**src/rtl/dmem_arbiter_if.sv**
```systemverilog
// Request/response bus shared by the two requesters (port 0 = CPU LSU, port 1 = DMA/debug) and dmem_arbiter.
// Handshake: a port holds req with we/addr/wdata stable until gnt pulses (accepted that cycle); ack pulses once with err/rdata when the access completes.
interface dmem_arbiter_if;
    logic        p0_req;
    logic        p0_we;
    logic [31:0] p0_addr;
    logic [31:0] p0_wdata;
    logic        p0_gnt;
    logic        p0_ack;
    logic        p0_err;
    logic [31:0] p0_rdata;

    logic        p1_req;
    logic        p1_we;
    logic [31:0] p1_addr;
    logic [31:0] p1_wdata;
    logic        p1_gnt;
    logic        p1_ack;
    logic        p1_err;
    logic [31:0] p1_rdata;

    modport master (
        output p0_req, p0_we, p0_addr, p0_wdata,
        input  p0_gnt, p0_ack, p0_err, p0_rdata,
        output p1_req, p1_we, p1_addr, p1_wdata,
        input  p1_gnt, p1_ack, p1_err, p1_rdata
    );

    modport slave (
        input  p0_req, p0_we, p0_addr, p0_wdata,
        output p0_gnt, p0_ack, p0_err, p0_rdata,
        input  p1_req, p1_we, p1_addr, p1_wdata,
        output p1_gnt, p1_ack, p1_err, p1_rdata
    );
endinterface

```
**src/rtl/dmem_arbiter.sv**
```systemverilog
// Two-port arbiter/sequencer in front of the big-endian data memory: IDLE -> ISSUE -> RESP, one access per 3 cycles.
// Define DMEM_ARB_RR_EN for round-robin arbitration; default is fixed priority with port 0 winning.
module dmem_arbiter #(
    parameter int ADDR_BITS  = 10,
    parameter int DATA_WIDTH = 32
) (
    input  logic                  clk,
    input  logic                  rst_n,
    dmem_arbiter_if.slave         bus,
    output logic [31:0]           mem_addr,
    output logic [DATA_WIDTH-1:0] mem_wdata,
    output logic                  mem_read,
    output logic                  mem_write,
    input  logic [DATA_WIDTH-1:0] mem_rdata,
    output logic [1:0]            fsm_state
);

    typedef enum logic [1:0] {
        IDLE  = 2'd0,
        ISSUE = 2'd1,
        RESP  = 2'd2
    } state_t;

    state_t                state;
    state_t                state_next;
    logic                  any_req;
    logic                  win_port;
    logic                  sel_we;
    logic [31:0]           sel_addr;
    logic [DATA_WIDTH-1:0] sel_wdata;
    logic                  sel_err;
    logic                  lat_we;
    logic                  lat_port;
    logic                  lat_err;
    logic [31:0]           lat_addr;
    logic [DATA_WIDTH-1:0] lat_wdata;
    logic [DATA_WIDTH-1:0] resp_data;

    assign any_req   = bus.p0_req | bus.p1_req;
    assign fsm_state = state;

`ifdef DMEM_ARB_RR_EN
    // Last winner; reset to 1 so port 0 is preferred on the first contention.
    logic last_port;

    always_comb begin
        if (bus.p0_req && bus.p1_req) begin
            win_port = ~last_port;
        end else begin
            win_port = ~bus.p0_req;
        end
    end

    always_ff @(posedge clk or negedge rst_n) begin
        if (!rst_n) begin
            last_port <= 1'b1;
        end else if (state == IDLE && any_req) begin
            last_port <= win_port;
        end
    end
`else
    assign win_port = ~bus.p0_req;
`endif

    assign sel_we    = win_port ? bus.p1_we    : bus.p0_we;
    assign sel_addr  = win_port ? bus.p1_addr  : bus.p0_addr;
    assign sel_wdata = win_port ? bus.p1_wdata : bus.p0_wdata;
    // Misaligned or beyond the implemented range: rejected without a memory strobe.
    assign sel_err   = (sel_addr[1:0] != 2'b00) || (|sel_addr[31:ADDR_BITS]);

    always_ff @(posedge clk or negedge rst_n) begin
        if (!rst_n) begin
            state     <= IDLE;
            lat_we    <= 1'b0;
            lat_port  <= 1'b0;
            lat_err   <= 1'b0;
            lat_addr  <= '0;
            lat_wdata <= '0;
        end else begin
            state <= state_next;
            if (state == IDLE && any_req) begin
                lat_we    <= sel_we;
                lat_port  <= win_port;
                lat_err   <= sel_err;
                lat_addr  <= sel_addr;
                lat_wdata <= sel_wdata;
            end
        end
    end

    always_comb begin
        state_next   = state;
        bus.p0_gnt   = 1'b0;
        bus.p1_gnt   = 1'b0;
        bus.p0_ack   = 1'b0;
        bus.p1_ack   = 1'b0;
        bus.p0_err   = 1'b0;
        bus.p1_err   = 1'b0;
        bus.p0_rdata = '0;
        bus.p1_rdata = '0;
        mem_addr     = '0;
        mem_wdata    = '0;
        mem_read     = 1'b0;
        mem_write    = 1'b0;
        resp_data    = (lat_we || lat_err) ? '0 : mem_rdata;
        case (state)
            IDLE: begin
                if (any_req) begin
                    state_next = ISSUE;
                    if (win_port) begin
                        bus.p1_gnt = 1'b1;
                    end else begin
                        bus.p0_gnt = 1'b1;
                    end
                end
            end
            ISSUE: begin
                state_next = RESP;
                mem_addr   = lat_addr;
                mem_wdata  = lat_wdata;
                mem_read   = !lat_err && !lat_we;
                mem_write  = !lat_err && lat_we;
            end
            RESP: begin
                state_next = IDLE;
                if (lat_port) begin
                    bus.p1_ack   = 1'b1;
                    bus.p1_err   = lat_err;
                    bus.p1_rdata = resp_data;
                end else begin
                    bus.p0_ack   = 1'b1;
                    bus.p0_err   = lat_err;
                    bus.p0_rdata = resp_data;
                end
            end
            default: state_next = IDLE;
        endcase
    end

endmodule

```
**src/flat_wrapper.sv**
```systemverilog
// flat-port wrapper written by rule: the top's interface ports become plain ports
module dmem_arbiter_flat 
#(
    parameter int ADDR_BITS  = 10,
    parameter int DATA_WIDTH = 32
)
  (clk, rst_n, mem_addr, mem_wdata, mem_read, mem_write, mem_rdata, fsm_state, bus_p0_req, bus_p0_we, bus_p0_addr, bus_p0_wdata, bus_p0_gnt, bus_p0_ack, bus_p0_err, bus_p0_rdata, bus_p1_req, bus_p1_we, bus_p1_addr, bus_p1_wdata, bus_p1_gnt, bus_p1_ack, bus_p1_err, bus_p1_rdata);
  dmem_arbiter_if bus_i ();
  input  logic clk;
  input  logic rst_n;
  output logic [31:0] mem_addr;
  output logic [DATA_WIDTH-1:0] mem_wdata;
  output logic mem_read;
  output logic mem_write;
  input  logic [DATA_WIDTH-1:0] mem_rdata;
  output logic [1:0] fsm_state;
  input wire logic [$bits(bus_i.p0_req)-1:0] bus_p0_req;
  input wire logic [$bits(bus_i.p0_we)-1:0] bus_p0_we;
  input wire logic [$bits(bus_i.p0_addr)-1:0] bus_p0_addr;
  input wire logic [$bits(bus_i.p0_wdata)-1:0] bus_p0_wdata;
  output wire logic [$bits(bus_i.p0_gnt)-1:0] bus_p0_gnt;
  output wire logic [$bits(bus_i.p0_ack)-1:0] bus_p0_ack;
  output wire logic [$bits(bus_i.p0_err)-1:0] bus_p0_err;
  output wire logic [$bits(bus_i.p0_rdata)-1:0] bus_p0_rdata;
  input wire logic [$bits(bus_i.p1_req)-1:0] bus_p1_req;
  input wire logic [$bits(bus_i.p1_we)-1:0] bus_p1_we;
  input wire logic [$bits(bus_i.p1_addr)-1:0] bus_p1_addr;
  input wire logic [$bits(bus_i.p1_wdata)-1:0] bus_p1_wdata;
  output wire logic [$bits(bus_i.p1_gnt)-1:0] bus_p1_gnt;
  output wire logic [$bits(bus_i.p1_ack)-1:0] bus_p1_ack;
  output wire logic [$bits(bus_i.p1_err)-1:0] bus_p1_err;
  output wire logic [$bits(bus_i.p1_rdata)-1:0] bus_p1_rdata;
  assign bus_i.p0_req = bus_p0_req;
  assign bus_i.p0_we = bus_p0_we;
  assign bus_i.p0_addr = bus_p0_addr;
  assign bus_i.p0_wdata = bus_p0_wdata;
  assign bus_p0_gnt = bus_i.p0_gnt;
  assign bus_p0_ack = bus_i.p0_ack;
  assign bus_p0_err = bus_i.p0_err;
  assign bus_p0_rdata = bus_i.p0_rdata;
  assign bus_i.p1_req = bus_p1_req;
  assign bus_i.p1_we = bus_p1_we;
  assign bus_i.p1_addr = bus_p1_addr;
  assign bus_i.p1_wdata = bus_p1_wdata;
  assign bus_p1_gnt = bus_i.p1_gnt;
  assign bus_p1_ack = bus_i.p1_ack;
  assign bus_p1_err = bus_i.p1_err;
  assign bus_p1_rdata = bus_i.p1_rdata;
  dmem_arbiter #(.ADDR_BITS(ADDR_BITS), .DATA_WIDTH(DATA_WIDTH)) u_core (.clk(clk), .rst_n(rst_n), .bus(bus_i), .mem_addr(mem_addr), .mem_wdata(mem_wdata), .mem_read(mem_read), .mem_write(mem_write), .mem_rdata(mem_rdata), .fsm_state(fsm_state));
endmodule
```
**config.mk**
```make
export PLATFORM = sky130hd
export DESIGN_NAME = dmem_arbiter_flat
export DESIGN_NICKNAME = d
export VERILOG_FILES = /design/src/rtl/dmem_arbiter_if.sv /design/src/rtl/dmem_arbiter.sv /design/src/flat_wrapper.sv
export SDC_FILE = /design/constraint.sdc
export NUM_CORES = 1
export LEC_CHECK = 0
export ABC_CLOCK_PERIOD_IN_PS = 1900
export CAP_MARGIN = 20
export CORE_ASPECT_RATIO = 0.5
export CORE_MARGIN = 8
export CORE_UTILIZATION = 35
export CTS_CLUSTER_SIZE = 30
export DETAILED_ROUTE_END_ITERATION = 6
export GPL_ROUTABILITY_DRIVEN = 0
export GPL_TIMING_DRIVEN = 0
export PLACE_DENSITY = 0.83
export SKIP_CTS_REPAIR_TIMING = 1
export SLEW_MARGIN = 20
export SYNTH_ARGS = -nofsm -noshare
export SYNTH_HDL_FRONTEND = slang
export SYNTH_SLANG_ARGS = --single-unit
```
**constraint.sdc**
```tcl
create_clock -name clk -period 1.9 [get_ports clk]
set_input_delay 0.57 -clock clk [delete_from_list [all_inputs] [get_ports clk]]
set_output_delay 0.57 -clock clk [all_outputs]
set_load 0.1 [all_outputs]
```
==> results of run 1 <==
## worst min path at each step
stage | end
detailed placement | u_core.lat_addr[23]
global route | u_core.lat_addr[29]
finish | u_core.lat_addr[29]
floorplan | u_core.lat_addr[0]
global placement | u_core.lat_addr[27]
CTS | u_core.lat_addr[23]
## cells by family (layout without fill, tap and decap cells)
logic type	after synthesis	count (layout)	synth area share, %
muxes	65	65	15.5
AOI/OAI and AO/OA	68	68	8.34
and+or+nand+nor	224	224	29.7
DFF	69	69	41.2
buffers and inverters	44	387	5.23
## cells in the final DEF (no fill, tap or decap), types with 3 or more instances in the layout
cell type,Yosys,final
clkdlybuf4s50_1,0,162
buf_12,0,139
nor2_1,71,69
and2_4,0,68
a21oi_1,66,66
dfrtp_1,69,66
mux2i_1,65,65
and3_4,0,64
buf_2,22,19
buf_4,2,18
clkbuf_16,0,17
buf_8,0,14
nor4_1,7,7
buf_6,2,5
clkbuf_1,15,4
nand4_1,3,3
## worst reg2reg max path, cell delays in order, from the launching register on
cell,delay [ns]
dfrtp_4,0.53
buf_4,0.17
nor2_4,0.10
o21a_1,0.13
buf_4,0.16
buf_6,0.16
buf_2,0.28
a21oi_1,0.14
## flip-flops by register name, summed over array words and instances (netlist names)
name	count
u_core.lat_port	1
u_core.lat_err	1
u_core.lat_wdata	32
u_core.lat_we	1
u_core.lat_addr	32
u_core.fsm_state	2
## power groups by stage
stage	sequential [mW]	clock [mW]	combinational, mW
CTS	2.65	1.69	10.4
global route	2.80	1.78	13.9
detailed placement	2.67	0	10.4
finish	2.77	1.71	13.5
floorplan	2.70	0	7.88
global placement	2.61	0	10.3
## cell type report
cell class                 instances  area [um^2]  area share, %
buffer                            43          423           4.14
clock buffer                      15          268           2.62
clock inverter                     1         30.0          0.294
multi-input combinational        357         2780           27.2
sequential                        69         1740           17.0
tap                              165          206           2.02
timing repair buffer             328         4770           46.7
## metal layers
layer	track usage, %	up-vias	share of wire, %	wire [um]
li1	-	2307	-	-
met1	23.7	2679	35	8680
met2	42.3	310	53	13100
met3	5.17	75	7.1	1750
met4	7.54	2	4.2	1030
met5	0	-	0.045	11
==> results.toml, run 1 <==
[clock_tree]
clock_latency_ns = 0.34
cts_buffers = 9
cts_sinks = 69
h-tree-depth = 3
clkTransAtPathRegs_ns = 0.06
clock_path_buffers = 2
clock_tree.root_cell = "clkbuf_16"
cts_tree = "yes"

[timing]
finalCritPeriodShare_pct = 126
setup_viol = 137
fmax_mhz = 418
hold_violations = 0
slew_headroom_pct = 34.8
min_period_ns = 2.39
fin_setup_tns_ns = -58.72
rsz0062_at_grt = "yes"
holdWs_ns = 0.127
skew_ns = 0.00819
max_slew.worst_pin.slew_ns = 0.977
setup_ws_ns = -0.490
maxSlewViolCount = 0

[setup_path]
slowest_stage = "dfrtp_4"
required_ns = 1.33
crit_top_cell = "buf_8"
crit_end = "bus_p1_rdata[14]"
cp-start-kind = "flop"
path_buf_inv = 3
endpoint_kind = "primary output"
critical_path.top_delay_family = "flip-flops"
rrSetupSlack_ns = 0.09
criticalPathCategory = "reg2out"
regToRegStartpoint = "u_core.fsm_state[0]"
crit_start = "u_core.fsm_state[0]"
cpPeakStageDelay_ns = 0.53
cp_cell_sequence = "and3b_2 > buf_8 > buf_8 > and3_4 > buf_12"
r2r-end = "u_core.lat_addr[19]"
r2r_cells = 7
cp_max_fo = 10
cp.arrival_ns = 1.82
crit_cells = 5

[placement]
dpl-instance-area_mm2 = 0.00814
dp.cells = 938
dp_hpwl_mm = 15.1
place_ws_ns = -1.34
numPortBuffers = 302

[logic_synthesis]
syn_inst = 470
synth.distinct_cells = 22
synth_commonest_cells = "nor2_1 (71), dfrtp_1 (69), and2_1 (68), a21oi_1 (66), mux2i_1 (65)"
ys_async_sr_fraction_pct = 100
ys_seq_area_share_pct = 41.2
yosysTopAreaCellShare_pct = 41.2
synth_nets = 636
synth.most_common_cell = "nor2_1"
ys.flop_type = "dfrtp_1"
synthTopCellsByArea = "dfrtp_1 (41%), mux2i_1 (16%), and2_1 (10%), and3_1 (9.6%), a21oi_1 (7.9%)"
syn_avg_cell_area_um2 = 8.91
ys_seq_elements = 69
mappedNetlistArea_mm2 = 0.00419
synth_edf_count = 0
ys_warn_count = 0
synth_top_area_cell = "dfrtp_1"

[global_routing]
track_usage_pct = 22.1
grt_antenna_before_repair = 1
grt_max_degree = 48
grt_pass1_vias = 5086
grt_pass1_wl_mm = 27.9
grt_overflow = 0

[layout]
final_design_area_no_fill_mm2 = 0.0102
final_util_pct = 87.1
area_delta_synth_final_pct = 144
final_cell_count_no_fill = 978
fillers = 452
final_nets = 974
antenna_cells = 0
drive_above_1_share_pct = 44.4

[status]
violations = "negative setup slack"
status = "finished with violations"

[power_and_ir_drop]
pwr-share-clk_pct = 9.5
p_leak_nw = 4.36
swShare_pct = 52.2
power.switching_mw = 9.38
power_density_mw_per_mm2 = 1760
power_mw = 18.0
ir_worst_vdd_mv = 1.05
p_comb_share_pct = 75.1
p_int_mw = 8.60
p_seq_share_pct = 15.4

[detailed_routing]
wl_mm = 24.5
via_per_inst = 5.49
firstDrtPassIters = 5
wl_per_cell_um = 25.1
drt_iter0_drc = 301
ant_nets = 0
drc = 0
vias = 5373

[die]
fp.dieW_um = 171
core_mm2 = 0.0117
die_h_um = 93.3
rows = 28
initial_core_util_pct = 35.7
io_pins = 304
dieArea_mm2 = 0.0159

[hold_path]
hp-class = "in2async"

[job]
drv_cap = 0
No activity file was read; power rests on OpenSTA's default activity.
==> inputs of run 2 (changes only) <==
--- a/config.mk
+++ b/config.mk
@@ -7,14 +7,16 @@
 export LEC_CHECK = 0
 export ABC_CLOCK_PERIOD_IN_PS = 1900
 export CAP_MARGIN = 20
+export CELL_PAD_IN_SITES_DETAIL_PLACEMENT = 2
+export CELL_PAD_IN_SITES_GLOBAL_PLACEMENT = 2
 export CORE_ASPECT_RATIO = 0.5
 export CORE_MARGIN = 8
-export CORE_UTILIZATION = 35
+export CORE_UTILIZATION = 18
 export CTS_CLUSTER_SIZE = 30
 export DETAILED_ROUTE_END_ITERATION = 6
 export GPL_ROUTABILITY_DRIVEN = 0
 export GPL_TIMING_DRIVEN = 0
-export PLACE_DENSITY = 0.83
+export PLACE_DENSITY = 0.82
 export SKIP_CTS_REPAIR_TIMING = 1
 export SLEW_MARGIN = 20
 export SYNTH_ARGS = -nofsm -noshare
==> run 2 against run 1 <==
- the run still ends with negative setup slack left
- highest routed layer is now met4
- clock skew is 0.0016 ns higher
- critical endpoint unchanged
- largest power group unchanged
- global-route usage fell by 6.8 points
- clock power is 6% lower
- worst setup slack got worse by 0.00086 ns
==> results.toml, run 2 (same netlist as run 1, synthesis figures left out) <==
[status]
status = "finished with violations"
violations = "negative setup slack"

[setup_path]
rrSetupSlack_ns = -0.01
critical_path.top_delay_family = "flip-flops"
endpoint_kind = "primary output"
slowest_stage = "dfrtp_4"
criticalPathCategory = "reg2out"
path_buf_inv = 3
cp-start-kind = "flop"
r2r_cells = 6
crit_cells = 5
crit_start = "u_core.fsm_state[0]"
r2r-end = "u_core.lat_wdata[28]"
cp_cell_sequence = "and3b_2 > buf_8 > buf_8 > and3_4 > buf_12"
cpPeakStageDelay_ns = 0.52
required_ns = 1.33
crit_end = "bus_p1_rdata[14]"
cp.arrival_ns = 1.82
crit_top_cell = "buf_8"
regToRegStartpoint = "u_core.fsm_state[0]"
cp_max_fo = 10

[detailed_routing]
via_per_inst = 4.60
wl_per_cell_um = 25.7
ant_nets = 0
drc = 0
vias = 5122
drt_iter0_drc = 117
firstDrtPassIters = 4
wl_mm = 28.6

[layout]
final_common_cell = "clkdlybuf4s50_1"
final_nets = 966
final_util_pct = 44.7
area_delta_synth_final_pct = 144
final_cell_mix = "clkdlybuf4s50_1 (162), buf_12 (136), nor2_1 (70)"
drive_above_1_share_pct = 44.3

[global_routing]
grt_antenna_before_repair = 1
grt_pass1_vias = 5691
grt_busiest_layer = "met2"
use_met3_pct = 2.00
grtUsageMet2_pct = 31.0
grt_overflow = 0
gr-usage-met1_pct = 16.3
track_usage_pct = 15.3
grt_pass1_wl_mm = 34.5
grt_max_degree = 55

[die]
fp.dieW_um = 232
core_mm2 = 0.0228
dieArea_mm2 = 0.0287
io_pins = 304
initial_core_util_pct = 18.3
rows = 39
die_h_um = 124

[placement]
dp_hpwl_mm = 19.4
numPortBuffers = 302

[clock_tree]
clock_path_buffers = 2
cts_buffers = 9
clkTransAtPathRegs_ns = 0.06
clock_tree.root_cell = "clkbuf_16"
h-tree-depth = 3
clock_latency_ns = 0.34
cts_sinks = 69
cts_tree = "yes"

[power_and_ir_drop]
p_leak_nw = 4.26
ir_worst_vdd_mv = 0.734
power_mw = 17.6
power_density_mw_per_mm2 = 1730

[hold_path]
hp-class = "in2async"

[timing]
hold_violations = 0
skew_ns = 0.00982
holdWs_ns = 0.0944
setup_ws_ns = -0.491
max_slew.worst_pin.slew_ns = 0.537
maxSlewViolCount = 0
finalCritPeriodShare_pct = 126
setup_viol = 137
fmax_mhz = 418
rsz0062_at_grt = "yes"
slew_headroom_pct = 64.4
fin_setup_tns_ns = -55.05
min_period_ns = 2.39

[job]
drv_cap = 0
-- run 2: cell types whose count changed in the layout (fill, tap and decap cells not counted), sizes merged --
cell	before	now
bufinv	1	0
clkdlybuf4s15	1	0
diode	0	1
dlymetal6s2s	2	1
clkbuf	24	16
buf	197	193
clkinvlp	0	3
inv	0	2
clkinv	0	2
-- run 2: final cells by class --
type	count	area [um^2]
diodes	1	2.50
plain buffers	44	439
clock buffers	9	225
clock inverters	7	50.0
fillers	2268	12600
multi-input cells	357	2770
flip-flops and latches	69	1740
well taps	307	384
repair buffers	319	4590
-- run 2: metal layers --
layer | part of all wire [%] | wire length, um
met5 | 0 | 0
met1 | 35 | 10100
met2 | 58 | 16400
met3 | 3.0 | 852
met4 | 4.2 | 1190
-- run 2: per-stage QoR --
| step | setup slack (ns) | instances | instance area [um^2] |
|---|---|---|---|
| floorplan | -0.672 | 470 | 4890 |
| global placement | -2.81 | 1079 | 8290 |
| detailed placement | -1.46 | 1080 | 8320 |
| CTS | -1.83 | 1096 | 8590 |
| global route | -0.536 | 1113 | 10200 |
| finish | -0.491 | 1113 | 10200 |
-- run 2: worst min path at each step --
stage / start / end / slack, ns / depth (start not counted)
2_1_floorplan: rst_n / u_core.lat_addr[0] / 0.27 / 0
3_3_place_gp: u_core.lat_wdata[2] / u_core.lat_wdata[2] / 0.51 / 2
3_5_place_dp: rst_n / u_core.lat_wdata[9] / 0.46 / 1
4_1_cts: rst_n / u_core.lat_wdata[12] / 0.11 / 1
5_1_grt: rst_n / u_core.lat_wdata[9] / 0.10 / 1
6_report: rst_n / u_core.lat_wdata[9] / 0.09 / 1
-- run 2: worst reg2reg max path, delay by kind of cell (launching register included) --
kind	cells	cell delay [ns]
buffers and inverters	3	0.64
flip-flops	1	0.52
AO/OA/AOI/OAI	2	0.36
AND/OR/NAND/NOR	1	0.24
-- run 2: where the power goes --
part	total, mW	leakage (nW)	internal, mW	switching [mW]
Sequential	2.75	0.758	2.21	0.544
Combinational	13.3	3.37	4.98	8.29
Clock	1.61	0.128	0.889	0.725
Total	17.6	4.26	8.08	9.56
